**src/rtl/spi_read_master.sv**
```systemverilog
// SPI mode-0 read master: opcode, optional 24-bit address, then N data bytes.
// Ports: cmd_* request handshake, rx_byte/rx_strobe data out, done, spi_* pins.
module spi_read_master #(
  parameter int unsigned DIV    = 2,
  parameter int unsigned CS_GAP = 4
) (
  input  logic        clk,
  input  logic        reset,
  input  logic        cmd_valid,
  output logic        cmd_ready,
  input  logic [7:0]  cmd,
  input  logic [23:0] addr,
  input  logic        addr_en,
  input  logic [15:0] len,
  output logic [7:0]  rx_byte,
  output logic        rx_strobe,
  output logic        done,
  output logic        spi_clk,
  output logic        spi_cs,
  output logic        spi_do,
  input  logic        spi_di
);

  typedef enum logic [2:0] {
    IDLE, SETUP, CMD, ADDR, DATA, HOLD, GAP
  } state_t;

  localparam int CW = 9;
  localparam logic [CW-1:0] HL = CW'(DIV - 1);
  localparam logic [CW-1:0] BL = CW'(2 * DIV - 1);
  localparam logic [CW-1:0] GL = CW'(CS_GAP - 1);

  state_t state_q, state_d;

  logic          alive;
  logic [CW-1:0] cnt;
  logic [4:0]    bit_cnt;
  logic [15:0]   rem;
  logic [31:0]   tx;
  logic          addr_en_q;
  logic          sync1, sync2;
  logic [1:0]    smp_q, lst_q;
  logic [7:0]    rx_sh;

  logic accept, shifting;
  logic half_end, bit_end, gap_end;
  logic byte_end, samp;

  assign accept   = cmd_valid & cmd_ready;
  assign shifting = state_q inside {CMD, ADDR, DATA};
  assign half_end = cnt == HL;
  assign bit_end  = cnt == BL;
  assign gap_end  = cnt == GL;
  assign samp     = (state_q == DATA) && bit_end;
  assign byte_end = samp && (bit_cnt[2:0] == 3'd7);

  always_ff @(posedge clk or negedge reset) begin
    if (!reset) state_q <= IDLE;
    else        state_q <= state_d;
  end

  always_comb begin
    state_d = state_q;
    unique case (state_q)
      IDLE:  if (accept) state_d = SETUP;
      SETUP: if (half_end) state_d = CMD;
      CMD:
        if (bit_end && bit_cnt == 5'd7) begin
          if (addr_en_q)       state_d = ADDR;
          else if (rem != '0)  state_d = DATA;
          else                 state_d = HOLD;
        end
      ADDR:
        if (bit_end && bit_cnt == 5'd23)
          state_d = (rem != '0) ? DATA : HOLD;
      DATA:  if (byte_end && rem == 16'd1) state_d = HOLD;
      HOLD:  if (half_end) state_d = GAP;
      GAP:   if (gap_end) state_d = IDLE;
      default: state_d = IDLE;
    endcase
  end

  // cnt restarts on every state change and at each bit boundary.
  always_ff @(posedge clk or negedge reset) begin
    if (!reset) begin
      alive   <= 1'b0;
      cnt     <= '0;
      bit_cnt <= '0;
    end else begin
      alive <= 1'b1;
      if (state_d != state_q || state_q == IDLE ||
          (shifting && bit_end))
        cnt <= '0;
      else
        cnt <= cnt + 1'b1;
      if (state_d != state_q)
        bit_cnt <= '0;
      else if (shifting && bit_end)
        bit_cnt <= bit_cnt + 1'b1;
    end
  end

  always_ff @(posedge clk or negedge reset) begin
    if (!reset) begin
      rem       <= '0;
      tx        <= '0;
      addr_en_q <= 1'b0;
    end else if (accept) begin
      rem       <= len;
      tx        <= {cmd, addr};
      addr_en_q <= addr_en;
    end else begin
      if (byte_end)
        rem <= rem - 1'b1;
      if ((state_q inside {CMD, ADDR}) && bit_end)
        tx <= {tx[30:0], 1'b0};
    end
  end

  // Sample strobes trail the synchroniser by two cycles so the
  // captured bit is the one present at the end of the high phase.
  always_ff @(posedge clk or negedge reset) begin
    if (!reset) begin
      sync1     <= 1'b0;
      sync2     <= 1'b0;
      smp_q     <= '0;
      lst_q     <= '0;
      rx_sh     <= '0;
      rx_byte   <= '0;
      rx_strobe <= 1'b0;
    end else begin
      sync1     <= spi_di;
      sync2     <= sync1;
      smp_q     <= {smp_q[0], samp};
      lst_q     <= {lst_q[0], byte_end};
      rx_strobe <= smp_q[1] & lst_q[1];
      if (smp_q[1])
        rx_sh <= {rx_sh[6:0], sync2};
      if (smp_q[1] && lst_q[1])
        rx_byte <= {rx_sh[6:0], sync2};
    end
  end

  assign cmd_ready = alive && (state_q == IDLE);
  assign spi_cs    = !(state_q inside {SETUP, CMD, ADDR, DATA, HOLD});
  assign spi_clk   = shifting && (cnt > HL);
  assign spi_do    = (state_q inside {SETUP, CMD, ADDR}) && tx[31];
  assign done      = (state_q == GAP) && gap_end;

endmodule

```
**config.mk**
```make
export PLATFORM = sky130hd
export DESIGN_NAME = spi_read_master
export DESIGN_NICKNAME = d
export VERILOG_FILES = /design/src/rtl/spi_read_master.sv
export SDC_FILE = /design/constraint.sdc
export NUM_CORES = 1
export LEC_CHECK = 0
export BUFFER_PORTS_ARGS = -buffer_cell sky130_fd_sc_hd__clkbuf_2
export CORE_MARGIN = 2
export CORE_UTILIZATION = 61
export CTS_BUF_LIST = sky130_fd_sc_hd__clkbuf_4
export CTS_CLUSTER_DIAMETER = 40
export CTS_CLUSTER_SIZE = 10
export DETAILED_ROUTE_END_ITERATION = 16
export GPL_ROUTABILITY_DRIVEN = 1
export PLACE_DENSITY = 0.85
export SKIP_CTS_REPAIR_TIMING = 1
export SLEW_MARGIN = 20
export SYNTH_ARGS = -nofsm -noshare
export SYNTH_HDL_FRONTEND = slang
export SYNTH_SLANG_ARGS = --single-unit
```
**constraint.sdc**
```tcl
create_clock -name clk -period 4.8 [get_ports clk]
set_input_delay 0.96 -clock clk [delete_from_list [all_inputs] [get_ports clk]]
set_output_delay 0.96 -clock clk [all_outputs]
set_load 0.01 [all_outputs]
```
==> qor.csv, run 1 <==
stage;metric;value;unit
placement;dp.cells;550;
timing;finClkSkew;0.0195;ns
timing;period_needed;3.18;ns
critical_path;slowest_stage;or4_4;
critical_path;start_kind;register;
timing;setup_ws;1.62;ns
cells_and_area;num-fill-cells;518;
timing;grt_setup_unrepaired;false;
cts;clk_path_buf_depth;2;
power;vdd.ir_drop.worst;0.000138;V
critical_path;cpPeakStageDelay;0.61;ns
detailed_routing;via_per_inst;5.54;
flow_run;maxCapViolations;0;
yosys;synth_cells;409;
cts;cts_sinks;89;
timing;setup_violations;0;
grt;grt_max_degree;59;
floorplan;die_height;87.9;um
cts;cts-root-buf;clkbuf_4;
timing;finalHoldViolCount;0;
critical_path;crit_type;reg -> out;
floorplan;fp.coreArea;6790;um^2
power;p_comb_share;3.1;%
timing;fmax;0.314;GHz
detailed_routing;wire_per_inst;14.4;um
detailed_routing;drc;0;
yosys;synth_ff_type;dfrtp_1;
placement;dp_slack;1.97;ns
timing;worst_pin_slew;0.944;ns
detailed_routing;drtIter0Drc;199;
critical_path;crit_buf_inv;1;
floorplan;die_x;87.9;um
grt;grt_pass1_vias;3075;
outcome;status;completed;
cts;cts_tree;built;
critical_path;critical_path.max_fanout;7;
critical_path;end_kind;primary output;
yosys;ys_warn_count;0;
cells_and_area;fin_cells;565;
yosys;syn_avg_cell_area;10.5;um^2
detailed_routing;drtPass1Iterations;5;
yosys;syn_area;4290;um^2
critical_path;required;3.84;ns
timing;finalMaxSlewViolations;0;
yosys;ys_ff_latch;89;
cts;insertion_delay;0.45;ns
power;p_switching;0.281;mW
floorplan;die_area;7720;um^2
power;p_int;0.928;mW
cells_and_area;seqCellArea;2230;um^2
power;p_seq_share;62.3;%
power;p_sw_share;23.3;%
placement;dp.final_hpwl;5.72;mm
yosys;ys_seq_area_share;51.9;%
floorplan;rows;30;
cells_and_area;num_antenna_cells;0;
critical_path;crit_family;simple AND/OR/NAND/NOR gates;
hold_path;hold_path.class;reg -> reg;
cts;cts-htree-levels;3;
yosys;async_flop_share;100;%
cts;clk_pin_slew;0.14;ns
detailed_routing;vias;3129;
cells_and_area;final_nets;525;
cells_and_area;multi_input_area;1930;um^2
cts;numCtsBuffers;9;
power;p_clk_share;34.5;%
floorplan;io_pins;67;
floorplan;start_util;63.2;%
placement;gp_congestion;0.875;
timing;maxSlewHeadroom;36.5;%
cells_and_area;drive_gt1_share;22.8;%
grt;grt_first_pass_wirelength;13.7;mm
timing;fin_tns_setup;0;ns
placement;portBuffers;66;
yosys;synth_nets;469;
detailed_routing;postRouteAntennaNets;0;
yosys;ys_types;46;
yosys;synth_edf_count;0;
grt;overflow;0;
critical_path;crit_path_cell_trace;or4_4 -> or3_1 -> nor2_1 -> clkbuf_2;
timing;final.period_utilization;66.3;%
detailed_routing;totalWireLength;8.12;mm
power;p_per_area;252;nW/um^2
critical_path;arrival;2.22;ns
grt;antenna_found_initial;0;
cells_and_area;syn2layout_area_growth;11.6;%
power;power.static_leakage;2.32;nW
grt;track_usage;23.0;%
==> power groups by stage <==
| stage | sequential, mW | combinational (mW) | clock [mW] |
|---|---|---|---|
| CTS | 0.754 | 0.0391 | 0.424 |
| finish | 0.754 | 0.0379 | 0.418 |
| global route | 0.755 | 0.0429 | 0.465 |
| floorplan | 0.768 | 0.00158 | 0 |
| detailed placement | 0.768 | 0.0390 | 0 |
| global placement | 0.768 | 0.0382 | 0 |
==> kinds of logic after synthesis <==
group                    synth area share, %
AND/OR/NAND/NOR                         17.2
buffers and inverters                   3.15
flip-flops                              51.9
AO/OA/AOI/OAI                           8.31
multiplexers                            12.4
XOR/XNOR                                4.90
adder cells (fa/ha/maj)                 2.04
other                                 0.0874
==> sequential cells by signal, summed over array words and instances, names as in the netlist, 2 cells and up <==
signal,cells
bit_cnt,5
cnt,9
lst_q,2
rem,16
rx_byte,8
rx_sh,7
smp_q,2
state_q,3
tx,32
==> metal layers <==
metal / track usage [%] / part of all wire, %
met1: 28.8 / 43
met2: 38.8 / 51
met3: 4.05 / 3.6
met4: 10.6 / 2.3
met5: 0 / 0
==> path summary, 6_finish.rpt <==
kind / from / cells after the start / end / slack, ns
max in group asynchronous: reset / 2 / tx[27] / 3.36
max reg2reg: state_q[1] / 5 / tx[2] / 1.92
max: cnt[5] / 4 / done / 1.62
min in group asynchronous: reset / 1 / cnt[7] / 0.56
min: lst_q[0] / 0 / lst_q[1] / 0.36
min reg2reg: lst_q[0] / 0 / lst_q[1] / 0.36
==> layout make-up <==
cell class | instances | area share (%)
Inverter | 7 | 0.548
Sequential cell | 89 | 46.5
Tap cell | 96 | 2.51
Timing Repair Buffer | 68 | 7.26
Clock buffer | 9 | 1.41
Clock inverter | 6 | 1.41
Multi-Input combinational cell | 290 | 40.4
==> per-stage QoR <==
step           cell area (um^2)  hold WS [ns]  utilization [%]  total power [mW]
6_report                   4790         0.365             70.5              1.21
5_1_grt                    4790         0.385             70.5              1.26
4_1_cts                    4790         0.372             70.5              1.22
3_5_place_dp               4660         0.340             68.5             0.807
3_3_place_gp               4660         0.332             68.5             0.806
2_1_floorplan              4290         0.331                -             0.769
==> layout by cell type, fill, tap and decap left out, types with 3 or more instances in the layout <==
master	count
or3_1	3
mux2i_1	33
nand4_1	8
mux2_2	18
buf_4	3
xnor2_1	3
dfrtp_1	89
nand2_1	6
clkbuf_4	9
nand3_1	20
nor2_1	68
nand4b_1	4
nor3b_1	3
clkbuf_2	65
ha_1	7
a21oi_1	49
xor2_1	21
nor4_1	3
nor3_1	6
inv_1	7
nor2b_1	4
==> cell usage after synthesis (7+ instances only) <==
cell type / n / area share [%]
nand2_1: 7 / 0.61
ha_1: 7 / 2.0
inv_1: 7 / 0.61
mux2_2: 18 / 4.7
mux2i_1: 33 / 7.7
dfrtp_1: 89 / 52
xor2_1: 21 / 4.3
a21oi_1: 49 / 5.7
nand4_1: 8 / 1.2
clkbuf_1: 15 / 1.3
nor2_1: 68 / 5.9
nand3_1: 20 / 2.3
No activity file was read; power rests on OpenSTA's default activity.
==> inputs of run 2 (changes only) <==
--- a/config.mk
+++ b/config.mk
@@ -7,13 +7,13 @@
 export LEC_CHECK = 0
 export BUFFER_PORTS_ARGS = -buffer_cell sky130_fd_sc_hd__clkbuf_2
 export CORE_MARGIN = 2
-export CORE_UTILIZATION = 61
+export CORE_UTILIZATION = 53
 export CTS_BUF_LIST = sky130_fd_sc_hd__clkbuf_4
 export CTS_CLUSTER_DIAMETER = 40
 export CTS_CLUSTER_SIZE = 10
 export DETAILED_ROUTE_END_ITERATION = 16
 export GPL_ROUTABILITY_DRIVEN = 1
-export PLACE_DENSITY = 0.85
+export PLACE_DENSITY = 0.78
 export SKIP_CTS_REPAIR_TIMING = 1
 export SLEW_MARGIN = 20
 export SYNTH_ARGS = -nofsm -noshare
==> constraint.sdc (replaced) <==
create_clock -name clk -period 2.8 [get_ports clk]
set_input_delay 0.56 -clock clk [delete_from_list [all_inputs] [get_ports clk]]
set_output_delay 0.56 -clock clk [all_outputs]
set_load 0.01 [all_outputs]
==> qor.csv, run 2 (synthesis results as in run 1) <==
stage;metric;value;unit;change
outcome;status;completed;;
critical_path;crit_type;reg -> out;;
floorplan;die_height;94;um;+7.0%
power;vdd.ir_drop.worst;0.000268;V;+95%
cells_and_area;largest_registers;tx: 32 flops, rem: 16 flops, cnt: 9 flops;;
placement;portBuffers;66;;unchanged
grt;grt_max_degree;47;;-20%
placement;dp.cells;562;;+2.2%
timing;worst_pin_slew;0.561;ns;-0.383 ns
cells_and_area;largest_register_ffs;32;;unchanged
timing;fin_tns_setup;0;ns;unchanged
critical_path;critical_path.max_fanout;4;;-3
cells_and_area;drive_gt1_share;25.4;%;+2.6 points
cells_and_area;largest_register;tx;;
cts;clk_pin_slew;0.15;ns;about the same
cells_and_area;fin_cells;582;;+3.0%
timing;finalMaxSlewViolations;0;;unchanged
timing;maxSlewHeadroom;62.2;%;+26 points
critical_path;cpPeakStageDelay;0.57;ns;-0.04 ns
critical_path;required;2.24;ns;-1.60 ns
flow_run;maxCapViolations;0;;unchanged
timing;grt_setup_unrepaired;false;;
placement;post_dp_cell_area;4720;um^2;+1.4%
timing;fmax;0.366;GHz;
grt;antenna_found_initial;0;;unchanged
cts;cts-root-buf;clkbuf_4;;
critical_path;arrival;2.17;ns;-0.05 ns
critical_path;crit_path_cell_trace;or4_4 -> or3_4 -> nor2_2 -> clkbuf_2;;
placement;dp.final_hpwl;6.02;mm;+5.3%
critical_path;end_kind;primary output;;
placement;gp_congestion;0.838;;-4.2%
detailed_routing;wire_per_inst;14.6;um;+1.9%
detailed_routing;postRouteAntennaNets;0;;unchanged
cells_and_area;final_core_util;62.6;%;-7.9 points
grt;track_usage;20.6;%;-2.3 points
floorplan;start_util;55.0;%;-8.2 points
timing;setup_violations;0;;unchanged
floorplan;io_pins;67;;unchanged
detailed_routing;via_per_inst;5.49;;-0.87%
power;p_per_area;411;nW/um^2;+63%
critical_path;start_kind;register;;
timing;finalHoldViolCount;0;;unchanged
cts;clk_path_buf_depth;2;;unchanged
timing;hold_slack;0.0840;ns;-0.281 ns
floorplan;rows;32;;+6.7%
cts;cts_tree;built;;
detailed_routing;totalWireLength;8.52;mm;+5.0%
hold_path;hold_path.class;in -> async;;
cells_and_area;final_common_cell;dfrtp_1;;
cells_and_area;final_cell_mix;88 x dfrtp_1, 67 x nor2_1, 65 x clkbuf_2, 49 x a21oi_1, 33 x mux2i_1;;
power;p_switching;0.498;mW;+77%
detailed_routing;drtPass1Iterations;4;;-1
cells_and_area;num_antenna_cells;0;;unchanged
cts;insertion_delay;0.45;ns;about the same
power;power.static_leakage;2.37;nW;+2.2%
floorplan;fp.coreArea;7810;um^2;+15%
cells_and_area;post-route-cell-area;4890;um^2;+2.0%
cts;numCtsBuffers;9;;unchanged
power;p_comb_share;3.3;%;+0.2 points
cells_and_area;syn2layout_area_growth;13.9;%;
grt;overflow;0;;unchanged
timing;period_needed;2.73;ns;
detailed_routing;drc;0;;unchanged
critical_path;slowest_stage;or4_4;;
grt;grt_first_pass_wirelength;14.3;mm;+4.1%
grt;grt_pass1_vias;3072;;-0.098%
power;p_seq_share;64.3;%;+2.0 points
detailed_routing;vias;3195;;+2.1%
cts;cts_sinks;89;;unchanged
power;p_clk_share;32.4;%;-2.1 points
timing;final.period_utilization;97.5;%;
power;p_sw_share;24.8;%;+1.5 points
floorplan;die_area;8840;um^2;+14%
detailed_routing;drtIter0Drc;214;;+7.5%
timing;finClkSkew;0.0190;ns;-0.000522 ns
power;p_int;1.51;mW;+63%
floorplan;die_x;94;um;+7.0%
cts;cts-htree-levels;3;;unchanged
cells_and_area;final_nets;536;;+2.1%
[run 2: critical path: cells and delay by family (launching register included)]
kind / cells / cell delay (ns)
simple gates: 3 / 1.12
flops: 1 / 0.46
buf+inv: 1 / 0.14
[run 2: final cells by class]
cell class / count / area [um^2]
Multi-Input combinational cell: 290 / 1940
Tap cell: 102 / 128
Inverter: 7 / 26.3
Fill cell: 659 / 2920
Sequential cell: 89 / 2230
Timing Repair Buffer: 79 / 443
Clock inverter: 6 / 51.3
Clock buffer: 9 / 67.6
[run 2: worst paths after layout]
kind                            end      from  depth (start not counted)  slack, ns
max reg2reg                   tx[8]    cnt[0]                          6       0.23
min in group clk              sync1    spi_di                          1       0.21
max in group asynchronous    tx[12]     reset                          2       2.08
min reg2reg                lst_q[1]  lst_q[0]                          0       0.37
min                          cnt[1]     reset                          1       0.08
max                            done    cnt[6]                          4       0.07
[run 2: metrics by stage]
stage / total power, mW / worst slack, ns
4_1_cts: 2.03 / -0.0649
6_report: 2.01 / 0.0704
3_3_place_gp: 1.38 / 0.325
3_5_place_dp: 1.39 / 0.187
2_1_floorplan: 1.32 / 0.516
5_1_grt: 2.09 / 0.00551
[run 2: power groups by stage]
stage	logic [mW]	registers, mW	clock network, mW
final	0.0670	1.29	0.650
after CTS	0.0705	1.29	0.672
after detailed placement	0.0701	1.32	0
after floorplan	0.00271	1.32	0
after global placement	0.0684	1.32	0
after global routing	0.0761	1.29	0.719
[run 2: per-layer routing]
layer / vias to the layer above / track usage (%) / share of wire (%)
met5: - / 0 / 0
met2: 84 / 33.6 / 50
li1: 1568 / - / -
met3: 13 / 3.61 / 4.7
met1: 1530 / 27.5 / 43
met4: 0 / 8.21 / 1.9
==> inputs of run 3 (changes only) <==
--- a/config.mk
+++ b/config.mk
@@ -7,13 +7,13 @@
 export LEC_CHECK = 0
 export BUFFER_PORTS_ARGS = -buffer_cell sky130_fd_sc_hd__clkbuf_2
 export CORE_MARGIN = 2
-export CORE_UTILIZATION = 53
+export CORE_UTILIZATION = 46
 export CTS_BUF_LIST = sky130_fd_sc_hd__clkbuf_4
 export CTS_CLUSTER_DIAMETER = 40
 export CTS_CLUSTER_SIZE = 10
 export DETAILED_ROUTE_END_ITERATION = 16
 export GPL_ROUTABILITY_DRIVEN = 1
-export PLACE_DENSITY = 0.78
+export PLACE_DENSITY = 0.69
 export SKIP_CTS_REPAIR_TIMING = 1
 export SLEW_MARGIN = 20
 export SYNTH_ARGS = -nofsm -noshare
==> constraint.sdc (replaced) <==
create_clock -name clk -period 2.8 [get_ports clk]
set_input_delay 0.56 -clock clk [delete_from_list [all_inputs] [get_ports clk]]
set_output_delay 0.56 -clock clk [all_outputs]
set_load 0.05 [all_outputs]
==> qor.csv, run 3 (synthesis results as in run 1) <==
stage;metric;value;unit;change
outcome;status;completed;;
critical_path;crit_buf_inv;1;;unchanged
cells_and_area;drive_gt1_share;25.2;%;-0.21 points
critical_path;r2r_slack;0.41;ns;+0.18 ns
placement;portBuffers;66;;unchanged
timing;fin_tns_setup;0;ns;unchanged
floorplan;fp.coreArea;9150;um^2;+17%
cells_and_area;final_core_util;53.7;%;-8.9 points
cts;cts_sinks;89;;unchanged
critical_path;arrival;2.16;ns;about the same
critical_path;required;2.24;ns;about the same
critical_path;end_kind;primary output;;
cts;cts_tree;built;;
timing;fmax;0.367;GHz;+0.30%
grt;antenna_found_initial;0;;unchanged
power;p_sw_share;24.8;%;about the same
placement;post_dp_cell_area;4750;um^2;+0.64%
critical_path;crit_family;simple AND/OR/NAND/NOR gates;;
floorplan;start_util;46.9;%;-8.1 points
detailed_routing;drtPass1Iterations;4;;unchanged
cells_and_area;final_nets;535;;-0.19%
floorplan;die_area;10100;um^2;+15%
cells_and_area;final_cell_mix;88 x dfrtp_1, 67 x nor2_1, 64 x clkbuf_2, 49 x a21oi_1, 33 x mux2i_1;;
grt;grt_first_pass_wirelength;14.3;mm;+0.19%
power;p_seq_share;64.2;%;about the same
cells_and_area;num_antenna_cells;0;;unchanged
placement;dp_slack;0.378;ns;+0.191 ns
detailed_routing;wire_per_inst;14.3;um;-2.4%
cts;numCtsBuffers;9;;unchanged
detailed_routing;vias;3114;;-2.5%
cells_and_area;largest_register_ffs;32;;unchanged
timing;finalHoldViolCount;0;;unchanged
timing;hold_slack;0.0904;ns;+0.00646 ns
timing;maxSlewHeadroom;57.9;%;-4.4 points
cts;cts-htree-levels;3;;unchanged
grt;grt_pass1_vias;3048;;-0.78%
timing;finClkSkew;0.0191;ns;+0.0000878 ns
cells_and_area;syn2layout_area_growth;14.5;%;
grt;grt_max_degree;60;;+28%
placement;dp.cells;571;;+1.6%
timing;setup_violations;0;;unchanged
cells_and_area;post-route-cell-area;4920;um^2;+0.59%
critical_path;timing.rr.end;tx[1];;
timing;grt_setup_unrepaired;false;;
detailed_routing;postRouteAntennaNets;0;;unchanged
power;power.total;2.01;mW;+0.16%
timing;setup_ws;0.0786;ns;+0.00820 ns
power;p_int;1.51;mW;+0.14%
cells_and_area;fin_cells;591;;+1.5%
detailed_routing;via_per_inst;5.27;;-4.0%
placement;gp_congestion;0.825;;-1.5%
cts;insertion_delay;0.44;ns;about the same
floorplan;rows;35;;+9.4%
power;vdd.ir_drop.worst;0.000249;V;-7.0%
power;p_clk_share;32.4;%;about the same
detailed_routing;drc;0;;unchanged
cells_and_area;final_common_cell;dfrtp_1;;
power;p_per_area;409;nW/um^2;-0.43%
critical_path;critical_path.max_fanout;7;;+3
timing;period_needed;2.72;ns;-0.00820 ns
critical_path;crit_type;reg -> out;;
critical_path;r2r_start;cnt[0];;
placement;dp.final_hpwl;6.02;mm;about the same
grt;track_usage;17.7;%;-2.9 points
timing;worst_pin_slew;0.626;ns;+0.0651 ns
floorplan;io_pins;67;;unchanged
power;p_switching;0.500;mW;+0.21%
flow_run;maxCapViolations;0;;unchanged
detailed_routing;drtIter0Drc;160;;-25%
critical_path;cpPeakStageDelay;0.60;ns;+0.03 ns
critical_path;start_kind;register;;
critical_path;slowest_stage;or4_4;;
cts;cts-root-buf;clkbuf_4;;
power;power.static_leakage;2.38;nW;+0.28%
floorplan;die_x;101;um;+7.0%
timing;final.period_utilization;97.2;%;-0.29 points
timing;finalMaxSlewViolations;0;;unchanged
grt;overflow;0;;unchanged
cts;clk_path_buf_depth;2;;unchanged
cells_and_area;largest_register;tx;;
floorplan;die_height;101;um;+7.0%
cts;clk_pin_slew;0.14;ns;about the same
cells_and_area;largest_registers;tx: 32 flops, rem: 16 flops, cnt: 9 flops;;
hold_path;hold_path.class;in -> async;;
critical_path;reg2reg_depth;6;;unchanged
detailed_routing;totalWireLength;8.44;mm;-0.93%
power;p_comb_share;3.4;%;about the same
critical_path;crit_path_cell_trace;or4_4 -> or3_4 -> nor2_2 -> buf_6;;
-- run 3: power by group through the flow --
stage | sequential (mW) | combinational (mW) | clock (mW)
floorplan | 1.32 | 0.00279 | 0
global placement | 1.32 | 0.0694 | 0
detailed placement | 1.32 | 0.0701 | 0
CTS | 1.29 | 0.0704 | 0.681
global route | 1.29 | 0.0772 | 0.739
finish | 1.29 | 0.0677 | 0.653
-- run 3: routing by layer --
metal,vias up,GRT usage (%),part of all wire [%]
li1,1567,-,-
met1,1481,24.3,47
met2,52,27.8,48
met3,14,2.91,2.8
met4,0,7.59,2.3
met5,-,0,0
-- run 3: how the worst max path moves through the flow --
stage / start / end / slack, ns / cells after the start
2_1_floorplan: cnt[5] / done / 0.12 / 4
3_3_place_gp: cnt[6] / done / 0.40 / 4
3_5_place_dp: cnt[6] / done / 0.38 / 4
4_1_cts: cnt[6] / done / -0.12 / 4
5_1_grt: cnt[6] / done / 0.02 / 4
6_report: cnt[6] / done / 0.08 / 4
-- run 3: cell type report --
| type | count | area, um^2 |
|---|---|---|
| Timing Repair Buffer | 78 | 454 |
| Multi-Input combinational cell | 290 | 1950 |
| Fill cell | 844 | 4240 |
| Clock inverter | 7 | 53.8 |
| Inverter | 7 | 26.3 |
| Clock buffer | 9 | 67.6 |
| Tap cell | 111 | 139 |
| Sequential cell | 89 | 2230 |
-- run 3: worst reg2reg max path, cell delays in order, from the launching register on --
cell and delay, ns:
dfrtp_1 0.49, ha_1 0.23, or4b_1 0.52, or3_2 0.53, buf_12 0.21, mux2i_1 0.21, a21oi_1 0.09
